--- config.mk ---
export PLATFORM = sky130hd
export DESIGN_NAME = mac_array_sched
export DESIGN_NICKNAME = d
export VERILOG_FILES = /design/src/rtl/mac_pkg.sv /design/src/rtl/mac_loop_cnt.sv /design/src/rtl/mac_array_sched.sv
export SDC_FILE = /design/constraint.sdc
export NUM_CORES = 1
export LEC_CHECK = 0
export ABC_AREA = 0
export CELL_PAD_IN_SITES_DETAIL_PLACEMENT = 0
export CELL_PAD_IN_SITES_GLOBAL_PLACEMENT = 2
export CORE_AREA = 2 2 179 181
export DETAILED_ROUTE_END_ITERATION = 12
export DIE_AREA = 0 0 181 183
export PLACE_DENSITY_LB_ADDON = 0.25
export SKIP_LAST_GASP = 1
export SYNTH_ARGS = -nofsm -noshare
export SYNTH_HDL_FRONTEND = slang
export SYNTH_SLANG_ARGS = --single-unit
--- constraint.sdc ---
create_clock -name clk -period 3.5 [get_ports clk]
set_clock_uncertainty 0.1 [all_clocks]
set_input_delay 1.05 -clock clk [delete_from_list [all_inputs] [get_ports clk]]
set_output_delay 1.05 -clock clk [all_outputs]
set_load 0.05 [all_outputs]
--- src/rtl/mac_pkg.sv ---
// Shared types and array geometry for the MAC array issue scheduler.
// The FSM enum is used by the top level; the geometry constants document the array shape.
package mac_pkg;

   typedef enum logic [1:0] {
      IDLE  = 2'd0,
      RUN   = 2'd1,
      DRAIN = 2'd2,
      FIN   = 2'd3
   } sched_state_e;

   // One channel group is a 3x3 window over 4 channels.
   localparam int PRODUCTS_PER_GRP = 36;
   localparam int FILTERS_PER_GRP  = 32;
   localparam int PARTIAL_W        = 22;

endpackage

--- src/rtl/mac_loop_cnt.sv ---
// One loop level of the scheduler: a wrapping counter and an address base
// accumulator that always equals cnt * step.
module mac_loop_cnt #(
   parameter int CNT_W  = 8,
   parameter int ADDR_W = 20
) (
   input  logic              clk,
   input  logic              rst,
   input  logic              clr_i,
   input  logic              en_i,
   input  logic [CNT_W-1:0]  max_i,
   input  logic [ADDR_W-1:0] step_i,
   output logic [CNT_W-1:0]  cnt_o,
   output logic              wrap_o,
   output logic [ADDR_W-1:0] base_o
);

   logic [CNT_W-1:0]  cnt_q,  cnt_d;
   logic [ADDR_W-1:0] base_q, base_d;

   assign wrap_o = (cnt_q == max_i);
   assign cnt_o  = cnt_q;
   assign base_o = base_q;

   // The base steps alongside the count, so no multiplier is needed downstream.
   always_comb begin
      cnt_d  = cnt_q;
      base_d = base_q;
      if (clr_i) begin
         cnt_d  = '0;
         base_d = '0;
      end else if (en_i) begin
         if (wrap_o) begin
            cnt_d  = '0;
            base_d = '0;
         end else begin
            cnt_d  = cnt_q + CNT_W'(1);
            base_d = base_q + step_i;
         end
      end
   end

   always_ff @(posedge clk) begin
      if (rst) begin
         cnt_q  <= '0;
         base_q <= '0;
      end else begin
         cnt_q  <= cnt_d;
         base_q <= base_d;
      end
   end

endmodule

--- src/rtl/mac_array_sched.sv ---
// Issue scheduler for the 32-filter MAC array: walks channel groups, output pixels
// and filter groups, presents registered buffer reads, then drains the array pipeline.
module mac_array_sched
   import mac_pkg::*;
#(
   parameter int PIX_W   = 16,
   parameter int GRP_W   = 8,
   parameter int FG_W    = 4,
   parameter int ADDR_W  = 20,
   parameter int MAC_LAT = 4
) (
   input  logic              clk,
   input  logic              rst,
   input  logic              start,
   input  logic [PIX_W-1:0]  cfg_npix,
   input  logic [GRP_W-1:0]  cfg_ngrp,
   input  logic [FG_W-1:0]   cfg_nfg,
   input  logic              out_rdy,
   output logic              fbuf_re,
   output logic [ADDR_W-1:0] fbuf_addr,
   output logic              wbuf_re,
   output logic [ADDR_W-1:0] wbuf_addr,
   output logic              mac_vld,
   output logic              mac_first,
   output logic              mac_last,
   output logic [PIX_W-1:0]  tag_pix,
   output logic [FG_W-1:0]   tag_fg,
   output logic              busy,
   output logic              done
);

   localparam int DRAIN_W = (MAC_LAT > 1) ? $clog2(MAC_LAT) : 1;

   sched_state_e        state_q, state_d;
   logic [DRAIN_W-1:0]  drainCnt_q, drainCnt_d;
   logic [PIX_W-1:0]    npix_q;
   logic [GRP_W-1:0]    ngrp_q;
   logic [FG_W-1:0]     nfg_q;

   logic                vld_q, first_q, last_q, busy_q, done_q;
   logic [ADDR_W-1:0]   fbufAddr_q, wbufAddr_q;
   logic [PIX_W-1:0]    tagPix_q;
   logic [FG_W-1:0]     tagFg_q;

   logic [GRP_W-1:0]    grpCnt;
   logic [PIX_W-1:0]    pixCnt;
   logic [FG_W-1:0]     fgCnt;
   logic                grpWrap, pixWrap, fgWrap;
   logic [ADDR_W-1:0]   grpBase, pixBase, fgBase;

   logic                cfgZero, launch, fire, pixEn, fgEn, layerEnd;

   assign cfgZero  = (cfg_npix == '0) || (cfg_ngrp == '0) || (cfg_nfg == '0);
   assign launch   = (state_q == IDLE) && start;
   // Only the pixel-completing issue needs writeback space; all others flow freely.
   assign fire     = (state_q == RUN) && (!grpWrap || out_rdy);
   assign pixEn    = fire && grpWrap;
   assign fgEn     = pixEn && pixWrap;
   assign layerEnd = fgEn && fgWrap;

   mac_loop_cnt #(.CNT_W(GRP_W), .ADDR_W(ADDR_W)) uGrpCnt (
      .clk    (clk),
      .rst    (rst),
      .clr_i  (launch),
      .en_i   (fire),
      .max_i  (ngrp_q - GRP_W'(1)),
      .step_i (ADDR_W'(1)),
      .cnt_o  (grpCnt),
      .wrap_o (grpWrap),
      .base_o (grpBase)
   );

   mac_loop_cnt #(.CNT_W(PIX_W), .ADDR_W(ADDR_W)) uPixCnt (
      .clk    (clk),
      .rst    (rst),
      .clr_i  (launch),
      .en_i   (pixEn),
      .max_i  (npix_q - PIX_W'(1)),
      .step_i (ADDR_W'(ngrp_q)),
      .cnt_o  (pixCnt),
      .wrap_o (pixWrap),
      .base_o (pixBase)
   );

   mac_loop_cnt #(.CNT_W(FG_W), .ADDR_W(ADDR_W)) uFgCnt (
      .clk    (clk),
      .rst    (rst),
      .clr_i  (launch),
      .en_i   (fgEn),
      .max_i  (nfg_q - FG_W'(1)),
      .step_i (ADDR_W'(ngrp_q)),
      .cnt_o  (fgCnt),
      .wrap_o (fgWrap),
      .base_o (fgBase)
   );

   always_comb begin
      state_d    = state_q;
      drainCnt_d = drainCnt_q;
      unique case (state_q)
         IDLE: begin
            if (start) state_d = cfgZero ? FIN : RUN;
         end
         RUN: begin
            if (layerEnd) begin
               state_d    = DRAIN;
               drainCnt_d = '0;
            end
         end
         DRAIN: begin
            if (drainCnt_q == DRAIN_W'(MAC_LAT - 1)) state_d = FIN;
            else drainCnt_d = drainCnt_q + DRAIN_W'(1);
         end
         FIN: state_d = IDLE;
         default: state_d = IDLE;
      endcase
   end

   always_ff @(posedge clk) begin
      if (rst) begin
         state_q    <= IDLE;
         drainCnt_q <= '0;
         npix_q     <= '0;
         ngrp_q     <= '0;
         nfg_q      <= '0;
      end else begin
         state_q    <= state_d;
         drainCnt_q <= drainCnt_d;
         if (launch) begin
            npix_q <= cfg_npix;
            ngrp_q <= cfg_ngrp;
            nfg_q  <= cfg_nfg;
         end
      end
   end

   // Issue fields only load on a fired issue; on a stall or drain they hold with valid low.
   always_ff @(posedge clk) begin
      if (rst) begin
         vld_q      <= 1'b0;
         first_q    <= 1'b0;
         last_q     <= 1'b0;
         fbufAddr_q <= '0;
         wbufAddr_q <= '0;
         tagPix_q   <= '0;
         tagFg_q    <= '0;
         busy_q     <= 1'b0;
         done_q     <= 1'b0;
      end else begin
         vld_q  <= fire;
         busy_q <= (state_q == RUN) || (state_q == DRAIN);
         done_q <= (state_q == FIN);
         if (fire) begin
            first_q    <= (grpCnt == '0);
            last_q     <= grpWrap;
            fbufAddr_q <= pixBase + grpBase;
            wbufAddr_q <= fgBase + grpBase;
            tagPix_q   <= pixCnt;
            tagFg_q    <= fgCnt;
         end
      end
   end

   assign fbuf_re   = vld_q;
   assign wbuf_re   = vld_q;
   assign mac_vld   = vld_q;
   assign mac_first = first_q;
   assign mac_last  = last_q;
   assign fbuf_addr = fbufAddr_q;
   assign wbuf_addr = wbufAddr_q;
   assign tag_pix   = tagPix_q;
   assign tag_fg    = tagFg_q;
   assign busy      = busy_q;
   assign done      = done_q;

endmodule

Word-level counts from Yosys, hierarchy flattened
Cells that the tools add are included.
Widths: inputs -> output; s select.
{"block": "word_totals", "ff_bits": 185, "wordCells": 76}
{"block": "op_classes", "add_sub_neg": 12, "n_mux": 14, "n_eq_ne": 11, "reduce_logical": 19}
{"operator": "$mux 20", "n": 3}
{"operator": "$add 20x20->20", "n": 2}
{"operator": "$add 20x8->20", "n": 2}
{"operator": "$add 20x1->20 const B", "n": 1}
{"operator": "$add 16x1->16 const B", "n": 1}
{"operator": "$eq 16x16->1", "n": 1}
{"operator": "$logic_not 16->1", "n": 1}
{"operator": "$logic_not 8->1", "n": 2}
{"operator": "$mux 16", "n": 1}
{"operator": "$sub 16x1->16 const B", "n": 1}
{"operator": "$mux 2", "n": 6}
{"operator": "$add 8x1->8 const B", "n": 1}
{"operator": "$eq 8x8->1", "n": 1}
{"operator": "$mux 8", "n": 1}
{"operator": "$ne 2x2->1 const B", "n": 4}
{"operator": "$pmux 2 s4", "n": 1}
{"operator": "$sub 8x1->8 const B", "n": 1}
{"operator": "$eq 2x2->1 const B", "n": 3}
{"operator": "$reduce_and 3->1", "n": 2}
{"operator": "$logic_and 1x1->1", "n": 5}
{"operator": "$add 4x1->4 const B", "n": 1}
{"operator": "$eq 4x4->1", "n": 1}
{"operator": "$logic_not 4->1", "n": 1}
{"operator": "$logic_or 1x1->1", "n": 4}
{"operator": "other kinds (9)", "n": 9}

Longest topological paths before layout
Gate-level depths: netlist (run 1).
{"block": "depth", "ltp_word": 10, "depth_mapped": 14, "ltp_nobuf": 11}

Modules after synthesis
From an unflattened synthesis (run 1), not the netlist that was laid out.
{"block": "unflattened", "cells_unflattened": 1522, "hier_area_um2": 12323.1}
{"mod": "mac_array_sched", "cells_each": 759, "instances": 1, "area_each_um2": 5886.9, "seq_area_each_um2": 1941.9}
{"mod": "mac_loop_cnt at uPixCnt", "cells_each": 291, "instances": 1, "area_each_um2": 2479.9, "seq_area_each_um2": 720.7}
{"mod": "mac_loop_cnt at uGrpCnt", "cells_each": 249, "instances": 1, "area_each_um2": 2070.7, "seq_area_each_um2": 560.5}
{"mod": "mac_loop_cnt at uFgCnt", "cells_each": 223, "instances": 1, "area_each_um2": 1885.6, "seq_area_each_um2": 480.5}

Least setup slack after synthesis (run 1)
No wires, ideal clock.
{"block": "synth_path", "path_type": "register -> register", "from": "register npix_q[0]", "to": "register uFgCnt.cnt_q[2] (netlist: uFgCnt.cnt_o[2])", "required_ps": 3274, "setup_ps": 126, "slack_ps": 316, "stages_incl_launch_ff": 13, "n_path_buf": 2, "arrival_time_ps": 2958, "path_cell_list": "dfxtp_1 inv_1 ha_1 or4b_4 or4_1 nor4_1 a211oi_1 a2111o_1 buf_6 or2_1 clkbuf_1 o211ai_1 o41ai_1"}
{"block": "synth_via", "elab_chain_cells": 3}
{"item": "start: declaration", "line": "mac_array_sched.sv:36", "text": "logic [PIX_W-1:0] npix_q;"}
{"item": "start signal: assignment", "line": "mac_array_sched.sv:130", "text": "npix_q <= cfg_npix;"}
{"item": "$sub 16x1->16", "line": "mac_array_sched.sv:78", "text": ".max_i (npix_q - PIX_W'(1)),"}
{"item": "$eq 16x16->1", "line": "mac_loop_cnt.sv:21", "text": "assign wrap_o = (cnt_q == max_i);"}
{"item": "$logic_and 1x1->1", "line": "mac_array_sched.sv:58", "text": "assign fgEn = pixEn && pixWrap;"}
{"item": "end signal: assignment", "line": "mac_loop_cnt.sv:48", "text": "cnt_q <= cnt_d;"}
{"item": "end: declaration", "line": "mac_loop_cnt.sv:18", "text": "logic [CNT_W-1:0] cnt_q, cnt_d;"}
No other way between the ends.
A chain may end at the register's enable or synchronous reset.

Worst setup path in the final report (run 1)
{"block": "layout_path", "from": "register npix_q[0]", "to": "register state_q[1]"}
{"block": "layout_via", "elab_chain_cells": 6}
{"item": "$sub 16x1->16", "line": "mac_array_sched.sv:78"}
{"item": "$eq 16x16->1", "line": "mac_loop_cnt.sv:21"}
{"item": "$logic_and 1x1->1", "line": "mac_array_sched.sv:58"}
{"item": "$logic_and 1x1->1", "line": "mac_array_sched.sv:59", "text": "assign layerEnd = fgEn && fgWrap;"}
{"item": "$ne 2x2->1 (no line)"}
{"item": "$reduce_and 3->1 (no line)"}
{"item": "end signal: assignment", "line": "mac_array_sched.sv:127", "text": "state_q <= state_d;"}
{"item": "end: declaration", "line": "mac_array_sched.sv:34", "text": "sched_state_e state_q, state_d;"}
No other way between the ends.

==> results of run 1 <==
[cell usage in the layout, fill, tap and decap left out, types with 34 or more instances in the layout]
cell	instances
sky130_fd_sc_hd__clkdlybuf4s50_1	97
sky130_fd_sc_hd__inv_1	36
sky130_fd_sc_hd__buf_4	42
sky130_fd_sc_hd__nor3_1	34
sky130_fd_sc_hd__nor2_1	127
sky130_fd_sc_hd__dfxtp_1	185
sky130_fd_sc_hd__xnor2_1	62
sky130_fd_sc_hd__nand2_1	211
sky130_fd_sc_hd__xor2_1	72
sky130_fd_sc_hd__nand3_1	58
sky130_fd_sc_hd__ha_1	67
sky130_fd_sc_hd__a21oi_1	134
[kinds of logic after synthesis]
| group | Yosys count | share of synthesized area [%] |
|---|---|---|
| mux | 4 | 0.373 |
| compound gates | 265 | 15.0 |
| xor+xnor | 135 | 11.1 |
| flops | 185 | 34.5 |
| fa+ha+maj | 72 | 8.67 |
| buf+inv | 102 | 4.02 |
| simple gates | 586 | 26.3 |
[power groups by stage]
stage          combinational (mW)  sequential (mW)  clock [mW]
6_report                     1.88             2.35        1.96
3_5_place_dp                 1.88             2.40           0
3_3_place_gp                 1.89             2.40           0
2_1_floorplan                1.09             2.53           0
5_1_grt                      2.07             2.38        2.10
4_1_cts                      1.89             2.35        2.03
[registers in the layout (all words and copies together), names as in the netlist, 2 cells and up]
name	count
uFgCnt.base_o	20
ngrp_q	8
uPixCnt.base_o	20
tag_fg	4
fbuf_addr	20
uFgCnt.cnt_o	4
uGrpCnt.cnt_o	8
npix_q	16
state_q	2
nfg_q	4
wbuf_addr	20
tag_pix	16
drainCnt_q	2
uPixCnt.cnt_o	16
uGrpCnt.base_o	20
[synth_stat cells, drive strengths merged (6+ instances only)]
master / count / area share [%]
xor2: 72 / 5.9
nor2: 127 / 4.4
nand3: 58 / 2.7
nor4b: 12 / 1.0
nor2b: 9 / 0.52
and2: 12 / 0.70
xnor2: 62 / 5.1
nand2: 211 / 7.4
o211ai: 7 / 0.49
dfxtp: 185 / 34
a21oi: 134 / 6.2
o21a: 6 / 0.42
inv: 36 / 1.3
ha: 68 / 7.9
nor4: 17 / 1.1
nor3: 37 / 1.9
and3: 26 / 1.5
or4: 9 / 0.66
clkbuf: 40 / 1.4
a31oi: 14 / 0.82
nand2b: 14 / 0.82
nand4: 26 / 1.5
a21o: 19 / 1.3
a211oi: 17 / 1.2
or3: 9 / 0.52
buf: 26 / 1.4
o21ai: 30 / 1.4
[layer usage]
metal	share of wire (%)	GRT usage, %	wire length, um	vias up
met5	0	0	0	-
met3	2.9	2.92	865	24
met1	51	24.9	15200	4441
met4	1.7	5.33	504	0
met2	45	30.1	13500	149
li1	-	-	-	4940
[through the flow]
| stage | cell area, um^2 | cells | hold slack [ns] | utilization [%] | setup TNS (ns) |
|---|---|---|---|---|---|
| floorplan | 10700 | 1349 | 0.348 | - | 0 |
| global placement | 12300 | 1829 | 0.339 | 39.5 | 0 |
| detailed placement | 12300 | 1829 | 0.344 | 39.5 | 0 |
| CTS | 12900 | 1861 | 0.354 | 41.4 | -0.000650 |
| global route | 13000 | 1863 | 0.373 | 41.7 | -0.0194 |
| finish | 13000 | 1863 | 0.350 | 41.7 | 0 |
[final cells by class]
type / count / area [um^2] / area share, %
well taps: 402 / 503 / 3.86
clock buffers: 18 / 429 / 3.29
inverters: 36 / 135 / 1.04
repair buffers: 146 / 1400 / 10.7
flip-flops and latches: 185 / 3700 / 28.4
multi-input cells: 1062 / 6710 / 51.5
clock inverters: 14 / 146 / 1.12
[what timing repair did]
item / in CTS / in global routing
hold buffers: 0 / 0
resized for setup: 1 / 16
setup endpoints to repair: 1 / 50
pin swaps: 0 / 2
buffers inserted: 0 / 2
[worst max-delay path, delay by kind of cell, from the launching register on]
family / cells / cell delay [ns]
AOI/OAI and AO/OA: 4 / 1.06
and+or+nand+nor: 3 / 1.05
DFF: 1 / 0.35
buffers and inverters: 2 / 0.25
adders and majority gates: 1 / 0.22
muxes: 1 / 0.18
[how the worst max path moves through the flow]
stage                             end  slack [ns]  startpoint  cells after the start
finish                     state_q[1]        0.16   npix_q[0]                     11
detailed placement  uFgCnt.base_o[16]        0.02   npix_q[0]                     11
floorplan             uFgCnt.cnt_o[2]        0.32   npix_q[0]                     12
global route          uFgCnt.cnt_o[2]       -0.01   npix_q[0]                     11
global placement    uFgCnt.base_o[12]        0.12   npix_q[0]                     11
CTS                 uFgCnt.base_o[12]     -0.0007   npix_q[0]                     11
==> summary.txt, run 1 <==
Placement
  • Final GP Congestion: 0.853
  • Setup WS pre-CTS: between 0.015 and 0.02 ns
  • Total of buffers placed on input and output ports: 98
  • Estimated wirelength of the detail-placed design: ~23 mm

Flow run
  • Max Cap Viol: 0

Synthesis
  • Count of flip-flops with a built-in enable after synthesis: 0
  • Flip-flop cell with the highest count after synthesis: sky130_fd_sc_hd__dfxtp_1
  • Netlist area before placement: 0.0107 mm^2
  • Sequential area share after synthesis: 34.5%
  • Warnings, synthesis: 0
  • Number of nets produced by synthesis: 1,453
  • Syn Inst Count: 1,349
  • Synth cell types: 68
  • Mapped Avg Cell Area: 7.96 um^2
  • Flops & latches, synth: 185
  • Async set-reset flop share out of synthesis: 0%

Critical path
  • Destination of the worst register-to-register timing path: state_q[1]
  • Delay contributed by the slowest stage of the critical path: 0.52 ns
  • Critical path, cell by cell: inv_1 > ha_2 > or4b_4 > or4_1 > o21ai_0 > a211oi_1 > a2111o_1 > buf_4 > o31a_1 > mux2i_1 > nor2_1
  • Worst Reg2Reg Path Length in Cells: 11
  • Startpoint type of the worst setup path: flop
  • Largest fanout on the critical path: 6
  • Setup crit end kind: flop
  • Data required time of the critical path: 3.71 ns
  • Crit Path Class: reg -> reg
  • Critical path data arrival time: approximately 3.6 ns
  • Startpoint of the most critical register-to-register path: npix_q[0]
  • Slowest library cell on the worst path: sky130_fd_sc_hd__or4b_4
  • Reg-to-reg slack, setup: 0.16 ns

Final layout
  • Count of fill cells added during filler insertion: ~3.3k
  • Antenna diode instance count: 0
  • Proportion of layout cells with a drive suffix above 1: 7.32%
  • Total number of nets in the final design: 1,552
  • Synth-to-Final Area Change: 21.3%

Status
  • Result of the run: finished clean

Timing
  • Count of final setup violators: 0
  • Final-report max-slew violation count: 0
  • Period minus WS final: 3.34 ns
  • Achievable frequency: approximately 300 MHz
  • Final critical-path share of the clock period: a little over nine tenths
  • Slew at the pin closest to its max-slew limit: roughly 0.8 ns
  • Remaining max-slew budget at the tightest pin: 46.6%
  • Final critical-path setup slack: 0.161 ns
  • Hold Fails Final Rpt: 0

Power
  • Leakage power: around 5 nW
  • Logic gate share of total power: 30.3%
  • Total design power: 6.19 mW
  • Internal: 3.98 mW
  • Switching Fraction: between 30% and 40%
  • Switching power summed over all nets: 2.21 mW
  • Clock share of power: between 30% and 40%
  • Largest vdd supply drop: 367 uV
  • Part of the total power dissipated in sequential elements: 38.0%
  • Power density over cell area: 475 mW/mm^2

Global route
  • Pin count of the biggest net entering global routing: 59
  • Aggregate global routing overflow: 0
  • Wire length of the first global-routing pass: approximately 48 mm
  • GRT Resource Usage Total: between 10% and 20%
  • Number of global-route vias before repair: 8,998
  • Antenna violations before repair: 0

Hold path
  • Beginning of the worst hold path: wbuf_addr[17]
  • End of the worst hold path: wbuf_addr[17]
  • Hold Path Depth: 2
  • Path category of the worst min-delay check: reg -> reg

Route
  • Count of TritonRoute iterations in the first routing pass: 4
  • Detailed-route wire length per cell: 16.1 um
  • Per-cell via count in the routed design: 5.13
  • Vias: 9,554
  • Number of antenna-violating nets in the routed design: 0
  • Violation count after the first detailed-route iteration: 422
  • DR DRC count: 0
  • Total length of routed wires: 30.1 mm

Clock network
  • CTS Root Cell: sky130_fd_sc_hd__clkbuf_16
  • Clock tree buffer depth: 2
  • H-tree lvl count: 4
  • CTS tree: built
  • Num CTS Buffers: 17
  • Insertion delay to the later sink of the worst-skew pair: 0.45 ns
  • Clock slew at reported path FFs: 0.07 ns
  • Number of clock sinks seen by CTS: 185

Floorplanning
  • Die Span X: 181 um
  • Ports: 99
  • Starting utilization of the core area: 34.4%
  • FP Rows: 65
  • CORE AREA: 0.0312 mm^2
  • Total Die Area: 0.0331 mm^2
  • Die extent in y: 183 um
No activity file was read; power rests on OpenSTA's default activity.
==> run 2: changes to the inputs <==
--- a/config.mk
+++ b/config.mk
@@ -12,7 +12,6 @@
 export DETAILED_ROUTE_END_ITERATION = 12
 export DIE_AREA = 0 0 181 183
 export PLACE_DENSITY_LB_ADDON = 0.25
-export SKIP_LAST_GASP = 1
 export SYNTH_ARGS = -nofsm -noshare
 export SYNTH_HDL_FRONTEND = slang
 export SYNTH_SLANG_ARGS = --single-unit
==> results of run 2 <==
No change in the layout: final DEF, timing and power equal those of run 1.
Among the figures that moved: number of gates resized after CTS 1 -> 2; via count of the first global-routing pass 8998 -> 8997
==> run 3: changes to the inputs <==
--- a/config.mk
+++ b/config.mk
@@ -8,10 +8,12 @@
 export ABC_AREA = 0
 export CELL_PAD_IN_SITES_DETAIL_PLACEMENT = 0
 export CELL_PAD_IN_SITES_GLOBAL_PLACEMENT = 2
-export CORE_AREA = 2 2 179 181
+export CORE_AREA = 4 4 191 193
 export DETAILED_ROUTE_END_ITERATION = 12
-export DIE_AREA = 0 0 181 183
+export DIE_AREA = 0 0 195 197
 export PLACE_DENSITY_LB_ADDON = 0.25
+export SLEW_MARGIN = 10
 export SYNTH_ARGS = -nofsm -noshare
 export SYNTH_HDL_FRONTEND = slang
+export SYNTH_HIERARCHICAL = 1
 export SYNTH_SLANG_ARGS = --single-unit
==> run 3 against run 2 <==
  * Fmax grew 1.0%
  * Largest cell class unchanged
  * Largest power group is now combinational cells
  * Synthesized cell count is 13% higher
  * Utilization increased by 0.99 points
  * First-iteration DRC count is 35% higher
  * Worst hold slack improved by 0.0036 ns
  * Non-clock buffer count down 10
  * Critical path type unchanged
  * Sequential power grew 7%
==> summary.txt, run 3 <==
Clock network
  • Number of clock sinks seen by CTS: 185
  • Clock slew at reported path FFs: 0.08 ns
  • Hold-fix buffers, CTS: 0
  • Num CTS Buffers: 17
  • CTS tree: built
  • CTS Root Cell: sky130_fd_sc_hd__clkbuf_16
  • Insertion delay to the later sink of the worst-skew pair: ~0.46 ns
  • H-tree lvl count: 4
  • Clock tree buffer depth: 2

Floorplanning
  • Total Die Area: 0.0384 mm^2
  • Starting utilization of the core area: 35.7%
  • CORE AREA: 0.0345 mm^2
  • Ports: 99
  • Die Span X: 195 um
  • Die extent in y: 197 um
  • FP Rows: 68

Hold path
  • End of the worst hold path: fbuf_addr[9]
  • Path category of the worst min-delay check: reg -> reg
  • Hold Path Depth: 2
  • Beginning of the worst hold path: fbuf_addr[9]

Synthesis
  • Synth cell types: 95
  • Post-synthesis mux area share: 0.589%
  • Warnings, synthesis: 6
  • Sequential area share after synthesis: 30.1%
  • Flip-flop cell with the highest count after synthesis: sky130_fd_sc_hd__dfxtp_1
  • Most numerous cell in the Yosys netlist: sky130_fd_sc_hd__nand2_1
  • Syn Inst Count: approximately 1.5k
  • Async set-reset flop share out of synthesis: 0%
  • Synth Area in Compound Gates: 24.1%
  • Count of flip-flops with a built-in enable after synthesis: 0
  • Netlist area before placement: roughly 0.012 mm^2
  • Fraction of the mapped netlist area in adder cells: between 10% and 20%
  • Xor/xnor share of the synthesized area: 9.17%
  • Flops & latches, synth: around 190
  • Area fraction in and, or, nand and nor cells after synthesis: 20.6%
  • Commonest cells in the netlist: 217 x sky130_fd_sc_hd__nand2_1, 185 x sky130_fd_sc_hd__dfxtp_1, 165 x sky130_fd_sc_hd__a21oi_1
  • Cell taking the most area after synthesis: sky130_fd_sc_hd__dfxtp_1
  • Top cells by area in the synthesized netlist: sky130_fd_sc_hd__dfxtp_1 30%, sky130_fd_sc_hd__ha_1 11%, sky130_fd_sc_hd__a21oi_1 6.7%
  • Dominant combinational cell family by area after synthesis: compound AO/OA/AOI/OAI gates
  • Mapped Avg Cell Area: 8.10 um^2
  • Top cell type's share of synthesized area: between 30% and 40%

Global route
  • Pin count of the biggest net entering global routing: 58
  • GRT Resource Usage Total: 18.6%
  • Aggregate global routing overflow: 0
  • Antenna violations before repair: 0
  • Number of global-route vias before repair: 10.7k
  • Wire length of the first global-routing pass: 58.3 mm

Route
  • Per-cell via count in the routed design: 5.26
  • Count of TritonRoute iterations in the first routing pass: 5
  • DR DRC count: 0
  • Violation count after the first detailed-route iteration: about 570
  • Vias: 11.2k
  • Detailed-route wire length per cell: 17.0 um
  • Total length of routed wires: around 36 mm
  • Number of antenna-violating nets in the routed design: 0

Critical path
  • Startpoint type of the worst setup path: flop
  • Crit path launch: ngrp_q[0]
  • Startpoint of the most critical register-to-register path: ngrp_q[0]
  • Destination of the worst register-to-register timing path: uPixCnt/base_o[1]
  • Largest fanout on the critical path: 13
  • Data required time of the critical path: ~3.8 ns
  • Slowest library cell on the worst path: sky130_fd_sc_hd__or3_1
  • Bufs and invs on worst path: 8
  • Worst Reg2Reg Path Length in Cells: 19
  • Cell type group with the largest total delay on the critical path: buffers and inverters
  • Library cell appearing most often on the critical path: sky130_fd_sc_hd__inv_1
  • Reg-to-reg slack, setup: around 0.19 ns
  • Crit Path Class: reg -> reg
  • Critical path data arrival time: 3.59 ns
  • Setup crit end kind: flop
  • Delay contributed by the slowest stage of the critical path: 0.37 ns
  • Critical path, cell by cell: inv_1 > ha_1 > nand2_1 > nor3_2 > xor2_1 > xor2_1 > nor4_2 > nand2_2 > inv_2 > inv_1 > o21ai_4 > inv_2 > nand2_1 > inv_1 > buf_4 > clkinvlp_4 > buf_4 > or3_1 > a21oi_1

Timing
  • Final critical-path share of the clock period: 94.5%
  • Worst hold slack after final layout: 0.353 ns
  • Count of final setup violators: 0
  • Final-report max-slew violation count: 0
  • Hold Fails Final Rpt: 0
  • Period minus WS final: ~3.3 ns
  • Slew at the pin closest to its max-slew limit: between 0.8 and 0.9 ns
  • Achievable frequency: 302 MHz
  • Final critical-path setup slack: 0.194 ns
  • Remaining max-slew budget at the tightest pin: between 40% and 50%

Placement
  • Setup WS pre-CTS: approximately 0.12 ns
  • Estimated wirelength of the detail-placed design: approximately 29 mm
  • Total placed instance area: 0.0141 mm^2
  • Final GP Congestion: 0.887
  • Total of buffers placed on input and output ports: 98

Final layout
  • Leading cell type in the layout, fill and taps excluded: sky130_fd_sc_hd__nand2_1
  • Synth-to-Final Area Change: 19.7%
  • Proportion of layout cells with a drive suffix above 1: 8.50%
  • Antenna diode instance count: 0
  • Final std cell area, no fill: around 0.015 mm^2
  • Top library cells by usage in the layout, fill and taps aside: 217 x sky130_fd_sc_hd__nand2_1, 185 x sky130_fd_sc_hd__dfxtp_1, 165 x sky130_fd_sc_hd__a21oi_1, 107 x sky130_fd_sc_hd__ha_1, 106 x sky130_fd_sc_hd__nor2_1
  • Final core utilization: 42.7%
  • Total number of nets in the final design: between 1.5k and 2k

Flow run
  • Max Cap Viol: 0

Status
  • Result of the run: finished clean

Power
  • Power density over cell area: 495 mW/mm^2
  • Leakage power: 6.15 nW
  • Largest vdd supply drop: 340 uV
-- run 3: kinds of logic (layout without fill, tap and decap cells) --
group	after synthesis	count (layout)
compound gates	441	441
xor+xnor	129	129
fa+ha+maj	112	112
buf+inv	111	224
flops	185	185
mux	7	7
other cells	2	49
simple gates	535	535
-- run 3: worst max-delay path by stage --
stage | cells past startpoint | end
detailed placement | 18 | uPixCnt/base_o[8]
finish | 19 | uPixCnt/base_o[1]
floorplan | 18 | uFgCnt/base_o[13]
global placement | 13 | state_q[1]
CTS | 13 | state_q[1]
global route | 19 | uPixCnt/base_o[1]
-- run 3: cell type report --
class                   instances  area (um^2)
fillers                      3625        19800
multi-input cells            1273         8420
flip-flops and latches        185         3700
repair buffers                136         1280
well taps                     455          569
clock buffers                  18          439
inverters                      56          214
clock inverters                14          136
-- run 3: through the flow --
| stage | setup TNS [ns] | std cells | total power [mW] |
|---|---|---|---|
| 2_1_floorplan | 0 | 1569 | 4.51 |
| 3_3_place_gp | 0 | 2104 | 5.35 |
| 3_5_place_dp | 0 | 2104 | 5.35 |
| 4_1_cts | 0 | 2136 | 7.31 |
| 5_1_grt | -0.0314 | 2137 | 7.75 |
| 6_report | 0 | 2137 | 7.31 |
-- run 3: repair_timing --
action	CTS	global route
setup endpoints to repair	0	65
setup buffers	0	1
gates resized for setup	0	15
-- run 3: routing by layer --
metal	share of wire (%)	vias up	global-route usage (%)
li1	-	5733	-
met1	51	5368	26.9
met2	46	105	30.0
met3	2.0	25	1.90
met4	1.3	0	4.42
met5	0	-	0
-- run 3: worst register-to-register path, stage by stage, from the launching register on --
cell,delay (ns)
sky130_fd_sc_hd__dfxtp_1,0.31
sky130_fd_sc_hd__inv_1,0.11
sky130_fd_sc_hd__ha_1,0.19
sky130_fd_sc_hd__nand2_1,0.10
sky130_fd_sc_hd__nor3_2,0.13
sky130_fd_sc_hd__xor2_1,0.20
sky130_fd_sc_hd__xor2_1,0.21
sky130_fd_sc_hd__nor4_2,0.06
sky130_fd_sc_hd__nand2_2,0.08
sky130_fd_sc_hd__inv_2,0.07
sky130_fd_sc_hd__inv_1,0.09
sky130_fd_sc_hd__o21ai_4,0.07
sky130_fd_sc_hd__inv_2,0.10
sky130_fd_sc_hd__nand2_1,0.10
sky130_fd_sc_hd__inv_1,0.08
sky130_fd_sc_hd__buf_4,0.20
sky130_fd_sc_hd__clkinvlp_4,0.27
sky130_fd_sc_hd__buf_4,0.24
sky130_fd_sc_hd__or3_1,0.37
sky130_fd_sc_hd__a21oi_1,0.14
-- run 3: report_power, final --
group          switching (mW)  leakage (nW)  internal [mW]
sequential              0.219          1.50           2.29
combinational            1.82          4.37           1.04
clock                   0.976         0.277          0.959
total                    3.01          6.15           4.29
